### src/rtl/DH_pkg.sv
// Display-hardware package: VESA mode table, derived counter limits and the
// mode-switch FSM state type shared by the timing generator and its mode
// controller.
//   vga_mode_t    one mode: H/V active, front porch, sync, back porch, polarity
//   vga_lim_t     compare thresholds derived from one vga_mode_t
//   VGA_MODES     index 0 = 1024x768@60 (negative syncs), 1 = 800x600@60 (positive)
package DH_pkg;

   localparam int unsigned MODE_W    = 11;
   localparam int unsigned NUM_MODES = 2;
   localparam int unsigned FRAME_W   = 16;

   localparam logic MODE_1024X768 = 1'b0;
   localparam logic MODE_800X600  = 1'b1;

   typedef struct packed {
      logic [MODE_W-1:0] h_active;
      logic [MODE_W-1:0] h_fp;
      logic [MODE_W-1:0] h_sync;
      logic [MODE_W-1:0] h_bp;
      logic [MODE_W-1:0] v_active;
      logic [MODE_W-1:0] v_fp;
      logic [MODE_W-1:0] v_sync;
      logic [MODE_W-1:0] v_bp;
      logic              h_neg;
      logic              v_neg;
   } vga_mode_t;

   // Thresholds: *_act first blanked count, *_ss first sync count,
   // *_se first count past sync, *_last final count of the line/frame.
   typedef struct packed {
      logic [MODE_W-1:0] h_act;
      logic [MODE_W-1:0] h_ss;
      logic [MODE_W-1:0] h_se;
      logic [MODE_W-1:0] h_last;
      logic [MODE_W-1:0] v_act;
      logic [MODE_W-1:0] v_ss;
      logic [MODE_W-1:0] v_se;
      logic [MODE_W-1:0] v_last;
      logic              h_neg;
      logic              v_neg;
   } vga_lim_t;

   typedef enum logic {
      IDLE    = 1'b0,
      PENDING = 1'b1
   } mode_state_e;

   localparam vga_mode_t MODE_XGA_TIMING = '{
      h_active: MODE_W'(1024), h_fp: MODE_W'(24), h_sync: MODE_W'(136), h_bp: MODE_W'(160),
      v_active: MODE_W'(768),  v_fp: MODE_W'(3),  v_sync: MODE_W'(6),   v_bp: MODE_W'(29),
      h_neg: 1'b1, v_neg: 1'b1
   };

   localparam vga_mode_t MODE_SVGA_TIMING = '{
      h_active: MODE_W'(800), h_fp: MODE_W'(40), h_sync: MODE_W'(128), h_bp: MODE_W'(88),
      v_active: MODE_W'(600), v_fp: MODE_W'(1),  v_sync: MODE_W'(4),   v_bp: MODE_W'(23),
      h_neg: 1'b0, v_neg: 1'b0
   };

   localparam vga_mode_t [NUM_MODES-1:0] VGA_MODES = {MODE_SVGA_TIMING, MODE_XGA_TIMING};

   function automatic logic [MODE_W-1:0] h_total(input vga_mode_t m);
      return m.h_active + m.h_fp + m.h_sync + m.h_bp;
   endfunction

   function automatic logic [MODE_W-1:0] v_total(input vga_mode_t m);
      return m.v_active + m.v_fp + m.v_sync + m.v_bp;
   endfunction

   function automatic vga_lim_t mode_limits(input vga_mode_t m);
      vga_lim_t l;
      l.h_act  = m.h_active;
      l.h_ss   = m.h_active + m.h_fp;
      l.h_se   = m.h_active + m.h_fp + m.h_sync;
      l.h_last = h_total(m) - MODE_W'(1);
      l.v_act  = m.v_active;
      l.v_ss   = m.v_active + m.v_fp;
      l.v_se   = m.v_active + m.v_fp + m.v_sync;
      l.v_last = v_total(m) - MODE_W'(1);
      l.h_neg  = m.h_neg;
      l.v_neg  = m.v_neg;
      return l;
   endfunction

endpackage

### src/rtl/itf_vga_no_rgb.sv
// Raster timing bundle without pixel data, driven by the timing generator
// into the background/draw stages.
//   hcount, vcount  current pixel position
//   hsync, vsync    sync levels (polarity already applied)
//   hblnk, vblnk    outside the active area
interface itf_vga_no_rgb #(
   parameter int unsigned CNT_W = 11
);
   logic [CNT_W-1:0] hcount;
   logic [CNT_W-1:0] vcount;
   logic             hsync;
   logic             vsync;
   logic             hblnk;
   logic             vblnk;

   modport out (output hcount, vcount, hsync, vsync, hblnk, vblnk);
   modport in  (input  hcount, vcount, hsync, vsync, hblnk, vblnk);
endinterface

### src/rtl/vga_mode_ctrl.sv
// Mode-switch handshake: latches a requested mode and applies it on the
// end-of-frame strobe from the counter core.
//   clk, rst        pixel clock, synchronous active-high reset
//   mode_req/sel    request and requested mode index
//   frame_end_c     presented pixel is the last one of the frame
//   cur_mode        mode of the presented pixel (registered)
//   mode_busy       request latched, not yet applied (registered)
//   mode_ack        first pixel of the new mode is presented (registered)
//   nxt_mode_c      mode of the pixel presented after the next edge
module vga_mode_ctrl
   import DH_pkg::*;
#(
   parameter logic RST_MODE = 1'b0
) (
   input  logic clk,
   input  logic rst,
   input  logic mode_req,
   input  logic mode_sel,
   input  logic frame_end_c,
   output logic cur_mode,
   output logic mode_busy,
   output logic mode_ack,
   output logic nxt_mode_c
);

   mode_state_e state_q, state_n;
   logic        pend_sel_q, pend_sel_n;
   logic        busy_n, ack_n;

   // State and registered handshake outputs.
   always_ff @(posedge clk) begin
      if (rst) begin
         state_q    <= IDLE;
         pend_sel_q <= RST_MODE;
         cur_mode   <= RST_MODE;
         mode_busy  <= 1'b0;
         mode_ack   <= 1'b0;
      end else begin
         state_q    <= state_n;
         pend_sel_q <= pend_sel_n;
         cur_mode   <= nxt_mode_c;
         mode_busy  <= busy_n;
         mode_ack   <= ack_n;
      end
   end

   // Next state; a request while pending is dropped (first request wins).
   always_comb begin
      state_n    = state_q;
      pend_sel_n = pend_sel_q;
      nxt_mode_c = cur_mode;
      busy_n     = 1'b0;
      ack_n      = 1'b0;
      case (state_q)
         IDLE: begin
            if (mode_req) begin
               state_n    = PENDING;
               pend_sel_n = mode_sel;
               busy_n     = 1'b1;
            end
         end
         PENDING: begin
            busy_n = 1'b1;
            if (frame_end_c) begin
               state_n    = IDLE;
               nxt_mode_c = pend_sel_q;
               busy_n     = 1'b0;
               ack_n      = 1'b1;
            end
         end
         default: state_n = IDLE;
      endcase
   end

endmodule

### src/rtl/vga_timing_gen.sv
// Multi-mode VGA timing generator: pixel/line counters, sync and blanking
// for one of the modes in MODE_TAB, with frame-aligned mode switching.
//   clk, rst              pixel clock, synchronous active-high reset
//   mode_req, mode_sel    switch request / requested mode index
//   mode_busy, mode_ack   handshake status, ack pulses on first new pixel
//   cur_mode              mode of the presented pixel
//   out                   hcount, vcount, hsync, vsync, hblnk, vblnk
//   new_frame, new_line   presented pixel is (0,0) / hcount is 0
//   frame_cnt             frames since reset, only with VGA_TIMING_FRAME_CNT_EN
// Counters and strobes are all decoded from the next pixel and registered
// together, so every output describes the same presented pixel.
module vga_timing_gen
   import DH_pkg::*;
#(
   parameter int unsigned               RST_MODE = 0,
   parameter int unsigned               CNT_W    = 11,
   parameter vga_mode_t [NUM_MODES-1:0] MODE_TAB = VGA_MODES
) (
   input  logic             clk,
   input  logic             rst,
   input  logic             mode_req,
   input  logic             mode_sel,
   output logic             mode_busy,
   output logic             mode_ack,
   output logic             cur_mode,
   itf_vga_no_rgb.out       out,
   output logic             new_frame,
   output logic             new_line
`ifdef VGA_TIMING_FRAME_CNT_EN
   ,
   output logic [FRAME_W-1:0] frame_cnt
`endif
);

   localparam vga_lim_t LIM0    = mode_limits(MODE_TAB[0]);
   localparam vga_lim_t LIM1    = mode_limits(MODE_TAB[1]);
   localparam logic     RST_SEL = 1'(RST_MODE);
   localparam logic     RST_HS  = RST_SEL ? LIM1.h_neg : LIM0.h_neg;
   localparam logic     RST_VS  = RST_SEL ? LIM1.v_neg : LIM0.v_neg;

   logic             running_q;
   logic [CNT_W-1:0] hcount_q, vcount_q;
   logic [CNT_W-1:0] hcount_n, vcount_n;
   logic             hsync_q, vsync_q, hblnk_q, vblnk_q;
   logic             hsync_n, vsync_n, hblnk_n, vblnk_n;
   logic             new_frame_n, new_line_n;
   logic             frame_end_c, nxt_mode_c;

   logic [CNT_W-1:0] cur_h_last_c, cur_v_last_c;
   logic [CNT_W-1:0] nxt_h_act_c, nxt_h_ss_c, nxt_h_se_c;
   logic [CNT_W-1:0] nxt_v_act_c, nxt_v_ss_c, nxt_v_se_c;
   logic             nxt_h_neg_c, nxt_v_neg_c;

   vga_mode_ctrl #(
      .RST_MODE (RST_SEL)
   ) u_mode_ctrl (
      .clk         (clk),
      .rst         (rst),
      .mode_req    (mode_req),
      .mode_sel    (mode_sel),
      .frame_end_c (frame_end_c),
      .cur_mode    (cur_mode),
      .mode_busy   (mode_busy),
      .mode_ack    (mode_ack),
      .nxt_mode_c  (nxt_mode_c)
   );

   // Wrap limits of the presented mode.
   assign cur_h_last_c = cur_mode ? CNT_W'(LIM1.h_last) : CNT_W'(LIM0.h_last);
   assign cur_v_last_c = cur_mode ? CNT_W'(LIM1.v_last) : CNT_W'(LIM0.v_last);

   // Decode limits of the mode the next pixel belongs to (differs at a switch).
   assign nxt_h_act_c = nxt_mode_c ? CNT_W'(LIM1.h_act) : CNT_W'(LIM0.h_act);
   assign nxt_h_ss_c  = nxt_mode_c ? CNT_W'(LIM1.h_ss)  : CNT_W'(LIM0.h_ss);
   assign nxt_h_se_c  = nxt_mode_c ? CNT_W'(LIM1.h_se)  : CNT_W'(LIM0.h_se);
   assign nxt_v_act_c = nxt_mode_c ? CNT_W'(LIM1.v_act) : CNT_W'(LIM0.v_act);
   assign nxt_v_ss_c  = nxt_mode_c ? CNT_W'(LIM1.v_ss)  : CNT_W'(LIM0.v_ss);
   assign nxt_v_se_c  = nxt_mode_c ? CNT_W'(LIM1.v_se)  : CNT_W'(LIM0.v_se);
   assign nxt_h_neg_c = nxt_mode_c ? LIM1.h_neg : LIM0.h_neg;
   assign nxt_v_neg_c = nxt_mode_c ? LIM1.v_neg : LIM0.v_neg;

   // Next pixel position; the first cycle after reset presents (0,0).
   always_comb begin
      frame_end_c = running_q && (hcount_q == cur_h_last_c) && (vcount_q == cur_v_last_c);
      hcount_n    = '0;
      vcount_n    = '0;
      if (running_q) begin
         if (hcount_q == cur_h_last_c) begin
            hcount_n = '0;
            vcount_n = (vcount_q == cur_v_last_c) ? '0 : vcount_q + CNT_W'(1);
         end else begin
            hcount_n = hcount_q + CNT_W'(1);
            vcount_n = vcount_q;
         end
      end
   end

   // Strobes for the next pixel, in the next pixel's mode.
   always_comb begin
      hblnk_n     = (hcount_n >= nxt_h_act_c);
      vblnk_n     = (vcount_n >= nxt_v_act_c);
      hsync_n     = ((hcount_n >= nxt_h_ss_c) && (hcount_n < nxt_h_se_c)) ^ nxt_h_neg_c;
      vsync_n     = ((vcount_n >= nxt_v_ss_c) && (vcount_n < nxt_v_se_c)) ^ nxt_v_neg_c;
      new_line_n  = (hcount_n == '0);
      new_frame_n = (hcount_n == '0) && (vcount_n == '0);
   end

   // Presented pixel registers.
   always_ff @(posedge clk) begin
      if (rst) begin
         running_q <= 1'b0;
         hcount_q  <= '0;
         vcount_q  <= '0;
         hblnk_q   <= 1'b0;
         vblnk_q   <= 1'b0;
         hsync_q   <= RST_HS;
         vsync_q   <= RST_VS;
         new_frame <= 1'b0;
         new_line  <= 1'b0;
      end else begin
         running_q <= 1'b1;
         hcount_q  <= hcount_n;
         vcount_q  <= vcount_n;
         hblnk_q   <= hblnk_n;
         vblnk_q   <= vblnk_n;
         hsync_q   <= hsync_n;
         vsync_q   <= vsync_n;
         new_frame <= new_frame_n;
         new_line  <= new_line_n;
      end
   end

`ifdef VGA_TIMING_FRAME_CNT_EN
   // Frame counter, advanced together with the presented new_frame.
   always_ff @(posedge clk) begin
      if (rst) begin
         frame_cnt <= '0;
      end else if (new_frame_n) begin
         frame_cnt <= frame_cnt + FRAME_W'(1);
      end
   end
`endif

   assign out.hcount = hcount_q;
   assign out.vcount = vcount_q;
   assign out.hsync  = hsync_q;
   assign out.vsync  = vsync_q;
   assign out.hblnk  = hblnk_q;
   assign out.vblnk  = vblnk_q;

endmodule

### src/flat_wrapper.sv
// flat-port wrapper written by rule: the top's interface ports become plain ports
module vga_timing_gen_flat import DH_pkg::*;
#(
   parameter int unsigned               RST_MODE = 0,
   parameter int unsigned               CNT_W    = 11,
   parameter vga_mode_t [NUM_MODES-1:0] MODE_TAB = VGA_MODES
)
  (clk, rst, mode_req, mode_sel, mode_busy, mode_ack, cur_mode, new_frame, new_line, out_hcount, out_vcount, out_hsync, out_vsync, out_hblnk, out_vblnk);
  itf_vga_no_rgb #(.CNT_W(CNT_W)) out_i ();
  input  logic clk;
  input  logic rst;
  input  logic mode_req;
  input  logic mode_sel;
  output logic mode_busy;
  output logic mode_ack;
  output logic cur_mode;
  output logic new_frame;
  output logic new_line;
  output wire logic [$bits(out_i.hcount)-1:0] out_hcount;
  output wire logic [$bits(out_i.vcount)-1:0] out_vcount;
  output wire logic [$bits(out_i.hsync)-1:0] out_hsync;
  output wire logic [$bits(out_i.vsync)-1:0] out_vsync;
  output wire logic [$bits(out_i.hblnk)-1:0] out_hblnk;
  output wire logic [$bits(out_i.vblnk)-1:0] out_vblnk;
  assign out_hcount = out_i.hcount;
  assign out_vcount = out_i.vcount;
  assign out_hsync = out_i.hsync;
  assign out_vsync = out_i.vsync;
  assign out_hblnk = out_i.hblnk;
  assign out_vblnk = out_i.vblnk;
  vga_timing_gen #(.RST_MODE(RST_MODE), .CNT_W(CNT_W), .MODE_TAB(MODE_TAB)) u_core (.clk(clk), .rst(rst), .mode_req(mode_req), .mode_sel(mode_sel), .mode_busy(mode_busy), .mode_ack(mode_ack), .cur_mode(cur_mode), .out(out_i), .new_frame(new_frame), .new_line(new_line));
endmodule
### config.mk
export PLATFORM = sky130hd
export DESIGN_NAME = vga_timing_gen_flat
export DESIGN_NICKNAME = d
export VERILOG_FILES = /design/src/rtl/DH_pkg.sv /design/src/rtl/itf_vga_no_rgb.sv /design/src/rtl/vga_mode_ctrl.sv /design/src/rtl/vga_timing_gen.sv /design/src/flat_wrapper.sv
export SDC_FILE = /design/constraint.sdc
export NUM_CORES = 1
export LEC_CHECK = 0
export ABC_CLOCK_PERIOD_IN_PS = 4650
export CORE_MARGIN = 4
export CORE_UTILIZATION = 42
export CTS_CLUSTER_SIZE = 40
export DETAILED_ROUTE_END_ITERATION = 6
export PLACE_DENSITY = 0.67
export SKIP_LAST_GASP = 1
export SYNTH_ARGS = -nofsm -noshare
export SYNTH_HDL_FRONTEND = slang
export SYNTH_HIERARCHICAL = 1
export SYNTH_SLANG_ARGS = --single-unit
### constraint.sdc
create_clock -name clk -period 4.65 [get_ports clk]
set_input_delay 0.93 -clock clk [delete_from_list [all_inputs] [get_ports clk]]
set_output_delay 0.93 -clock clk [all_outputs]
set_load 0.02 [all_outputs]
==> out/summary.log <==
qor: logic_synthesis.synth_largest_type_area_fraction 30.0%
qor: clock_network.cts.root.buffer_cell clkbuf_8
qor: clock_network.numCtsBuffers 5
qor: global_routing.antenna_found_initial 0
qor: placed_design.hpwlAfterDp 3.87 mm
qor: drt.drcViolationCount 0
qor: logic_synthesis.post_synthesis_sequential_area_ratio 30.0%
qor: placed_design.port_buffers 34
qor: drt.drtIter0Drc 79
qor: timing.grt_setup_unrepaired no
qor: final_layout.finish.utilization 52.5%
qor: timing.fin_crit_sh 92.2%
qor: pwr.total_power 0.000541 W
qor: floorplan.floorplan.io_pins 35
qor: logic_synthesis.arithmetic_cell_share_of_the_synthesized_area_counting_full_adders_half_adders_and_majority_gates 9.66%
qor: timing.worst-slew-pin-transition 0.467 ns
qor: final_layout.fillerInstances 501
qor: worst_setup_path.worst-endpoint-required 4.83 ns
qor: clock_network.cts_tree built
qor: drt.detail_route.wl_per_cell 14.4 um
qor: drt.total_wirelength 5.14 mm
qor: clock_network.cts_hold_buf 0
qor: clock_network.tritoncts_num_sinks 33
qor: timing.timing.final.hold_violations 0
qor: final_layout.layout-area-overhead-vs-synth 21.8%
qor: final_layout.layout-drive-gt1-share 9.41%
qor: worst_setup_path.critPathCaptureType flop
qor: logic_synthesis.postSynth.asyncResetShare 0%
qor: logic_synthesis.synth_xor_area_share 8.30%
qor: logic_synthesis.netlist-cell-type-count 55
qor: timing.finalSetupViolCount 0
qor: drt.route.vias.total 1876
qor: global_routing.grt_start_max_net_pins 30
qor: floorplan.design.core.area 5110 sq um
qor: timing.maxClockFrequency 0.233 GHz
qor: run_status.outcome finished, final reports clean
qor: floorplan.rows 26
qor: floorplan.floorplan.initialDensity 43.1%
qor: logic_synthesis.post_synthesis_cell_count 252
qor: final_layout.antenna_cells 0
qor: logic_synthesis.yosysWarningCount 6
qor: placed_design.globalplace.congestion 0.872
qor: placed_design.post_dp_cell_area 2590 sq um
qor: pwr.power_density 202 nW/um^2
qor: clock_network.clockBufferDepth 2
qor: worst_setup_path.signal_arrival_time_at_the_worst_endpoint 4.47 ns
qor: logic_synthesis.synth_compound_gate_area_share 12.7%
qor: global_routing.grt_use_met1 25.2%
qor: global_routing.track_usage 17.2%
qor: global_routing.grt_util_met3 4.37%
qor: logic_synthesis.post_synth_and_or_nand_nor_area_fraction 31.8%
qor: floorplan.dieHeight 80.4 um
qor: drt.drt-vias-per-instance 5.25
qor: final_layout.final_cell_area 2680 sq um
qor: global_routing.met2_usage 23.6%
qor: clock_network.post_cts_buffers 0
qor: logic_synthesis.avgSynthCellArea 8.73 sq um
qor: worst_setup_path.critical_path_cell_list ha_1 -> and4_1 -> o211ai_2 -> nor3_1 -> nand2_2 -> mux2_4 -> inv_1 -> ha_1 -> a21o_1 -> a21oi_1 -> and4_1 -> nand4b_1 -> a21oi_1 -> a311oi_2 -> xnor2_1 -> or2_1
qor: drt.detailedRoute.firstPassIterationCount 4
qor: logic_synthesis.synth_most_common_cell dfxtp_1
qor: worst_setup_path.critPathSlowestCell dfxtp_1
qor: global_routing.globalRouteOverflowTotal 0
qor: logic_synthesis.cell_area_after_synthesis 2200 sq um
qor: timing.final.min_clock_period 4.29 ns
qor: final_layout.fin_nets 308
qor: timing.relSlewSlack 68.8%
qor: worst_setup_path.critPathTopFamily simple AND/OR/NAND/NOR gates
qor: clock_network.clock_pin_slew_reported_for_the_worst_setup_and_hold_paths_after_clock_tree_synthesis 0.07 ns
qor: worst_setup_path.cpPeakStageDelay 0.42 ns
qor: clock_network.clock_latency 0.29 ns
qor: global_routing.grt_pass1_wl 8.64 mm
qor: timing.setup_total_negative_slack 0 ns
qor: drt.ant_nets 0
qor: logic_synthesis.yosys-top-cells-count dfxtp_1 (33), nor2_1 (23), ha_1 (17)
qor: logic_synthesis.synth_area_leader_cell dfxtp_1
qor: job.max_cap_violations 0
qor: timing.finalClockSkew 0.00912 ns
qor: global_routing.grt.busiest_layer met1
qor: pwr.ir_drop 0.0939 mV
qor: placed_design.pre_cts_ws 0.422 ns
qor: floorplan.die_area 6460 sq um
qor: worst_setup_path.crit_buf_inv 1
qor: clock_network.postCtsResizedCells 0
qor: timing.max_slew_violation_total_from_the_final_report 0
qor: timing.setup_ws 0.362 ns
qor: global_routing.grt_pass1_vias 1796
qor: logic_synthesis.postSynthNetCount 273
qor: worst_setup_path.critical_path_class reg2reg
qor: pwr.leakagePower 1.14 nW
qor: logic_synthesis.ys_seq_elements 33
qor: worst_setup_path.crit_fanout 10
qor: logic_synthesis.dominant_combinational_cell_family_by_area_after_synthesis simple AND/OR/NAND/NOR gates
qor: worst_setup_path.startpoint_type flop
qor: logic_synthesis.synth.area.mux_share 2.73%
qor: logic_synthesis.post_synth_main_area_contributors dfxtp_1 (30%), ha_1 (9.7%), xnor2_1 (4.8%)
qor: clock_network.htree_levels 2
qor: logic_synthesis.synth_enable_flop_cells 0
qor: logic_synthesis.postSynth.topFlopCell dfxtp_1
qor: worst_hold_path.holdCritPathClass reg2reg
qor: floorplan.floorplan.die.width 80.4 um
-- metrics by stage --
| step | instances | hold slack (ns) |
|---|---|---|
| global route | 357 | 0.548 |
| global placement | 350 | 0.516 |
| CTS | 357 | 0.521 |
| finish | 357 | 0.512 |
| floorplan | 252 | 0.472 |
| detailed placement | 350 | 0.511 |
-- cell families (layout without fill, tap and decap cells) --
group,Yosys count,in the layout
AOI/OAI and AO/OA,38,38
adders and majority gates,17,17
xor gates and xnor gates,20,20
DFF,33,33
and+or+nand+nor,116,116
buffers and inverters,23,58
muxes,5,5
-- state kept, by name, summed over array words and instances (netlist names) --
signal / cells
u_core/out.vcount: 11
u_core/u_mode_ctrl/mode_ack: 1
u_core/u_mode_ctrl/pend_sel_q: 1
u_core/running_q: 1
u_core/new_frame: 1
u_core/u_mode_ctrl/cur_mode: 1
u_core/new_line: 1
u_core/out.hblnk: 1
u_core/u_mode_ctrl/state_q: 1
u_core/out.vsync: 1
u_core/out.hsync: 1
u_core/out.hcount: 11
u_core/out.vblnk: 1
-- cell usage in the layout (no fill, tap or decap), types with 3 or more instances in the layout --
cell type	count
mux2i_1	3
and4_1	8
a21oi_1	12
xor2_1	7
nand2b_1	10
nor3_1	9
clkbuf_8	6
and3_1	8
nor2_1	23
nand2_1	14
clkdlybuf4s50_1	34
nand3_1	9
xnor2_1	12
inv_1	15
ha_1	17
nand2_2	3
nand4_1	8
dfxtp_1	33
o21ai_0	4
and2_1	3
a31oi_1	3
-- where the power goes --
group	switching (W)	internal, W	total (W)
sequential	0.00000380	0.000287	0.000290
clock	0.000101	0.000117	0.000219
combinational	0.0000181	0.0000136	0.0000317
-- metal layers --
layer  part of all wire (%)  wire, um
met3                    4.1       213
met2                     40      2070
met1                     54      2780
met5                      0         0
met4                    1.5        78
-- worst register-to-register path, stage by stage, from the launching register on --
cell      delay (ns)
dfxtp_1         0.42
ha_1            0.27
and4_1          0.35
o211ai_2        0.27
nor3_1          0.38
nand2_2         0.14
mux2_4          0.38
inv_1           0.31
ha_1            0.34
a21o_1          0.16
a21oi_1         0.17
and4_1          0.29
nand4b_1        0.11
a21oi_1         0.17
a311oi_2        0.07
xnor2_1         0.14
or2_1           0.21
-- area by class of cell --
class | instances | area, sq um | share of cell area (%)
multi-input cells | 196 | 1440 | 53.5
well taps | 70 | 87.6 | 3.27
clock buffers | 7 | 86.3 | 3.22
inverters | 15 | 56.3 | 2.10
repair buffers | 36 | 355 | 13.3
flip-flops and latches | 33 | 661 | 24.6
-- worst paths after layout --
| check | startpoint | endpoint | slack (ns) | cells past startpoint |
|---|---|---|---|---|
| min reg2reg | u_core/u_mode_ctrl/state_q | u_core/u_mode_ctrl/state_q | 0.51 | 2 |
| max reg2reg | u_core/out.hcount[0] | u_core/out.hsync | 0.36 | 16 |
| min | u_core/u_mode_ctrl/state_q | u_core/u_mode_ctrl/state_q | 0.51 | 2 |
| max | u_core/out.hcount[0] | u_core/out.hsync | 0.36 | 16 |
(Power assumes the default switching activity.)
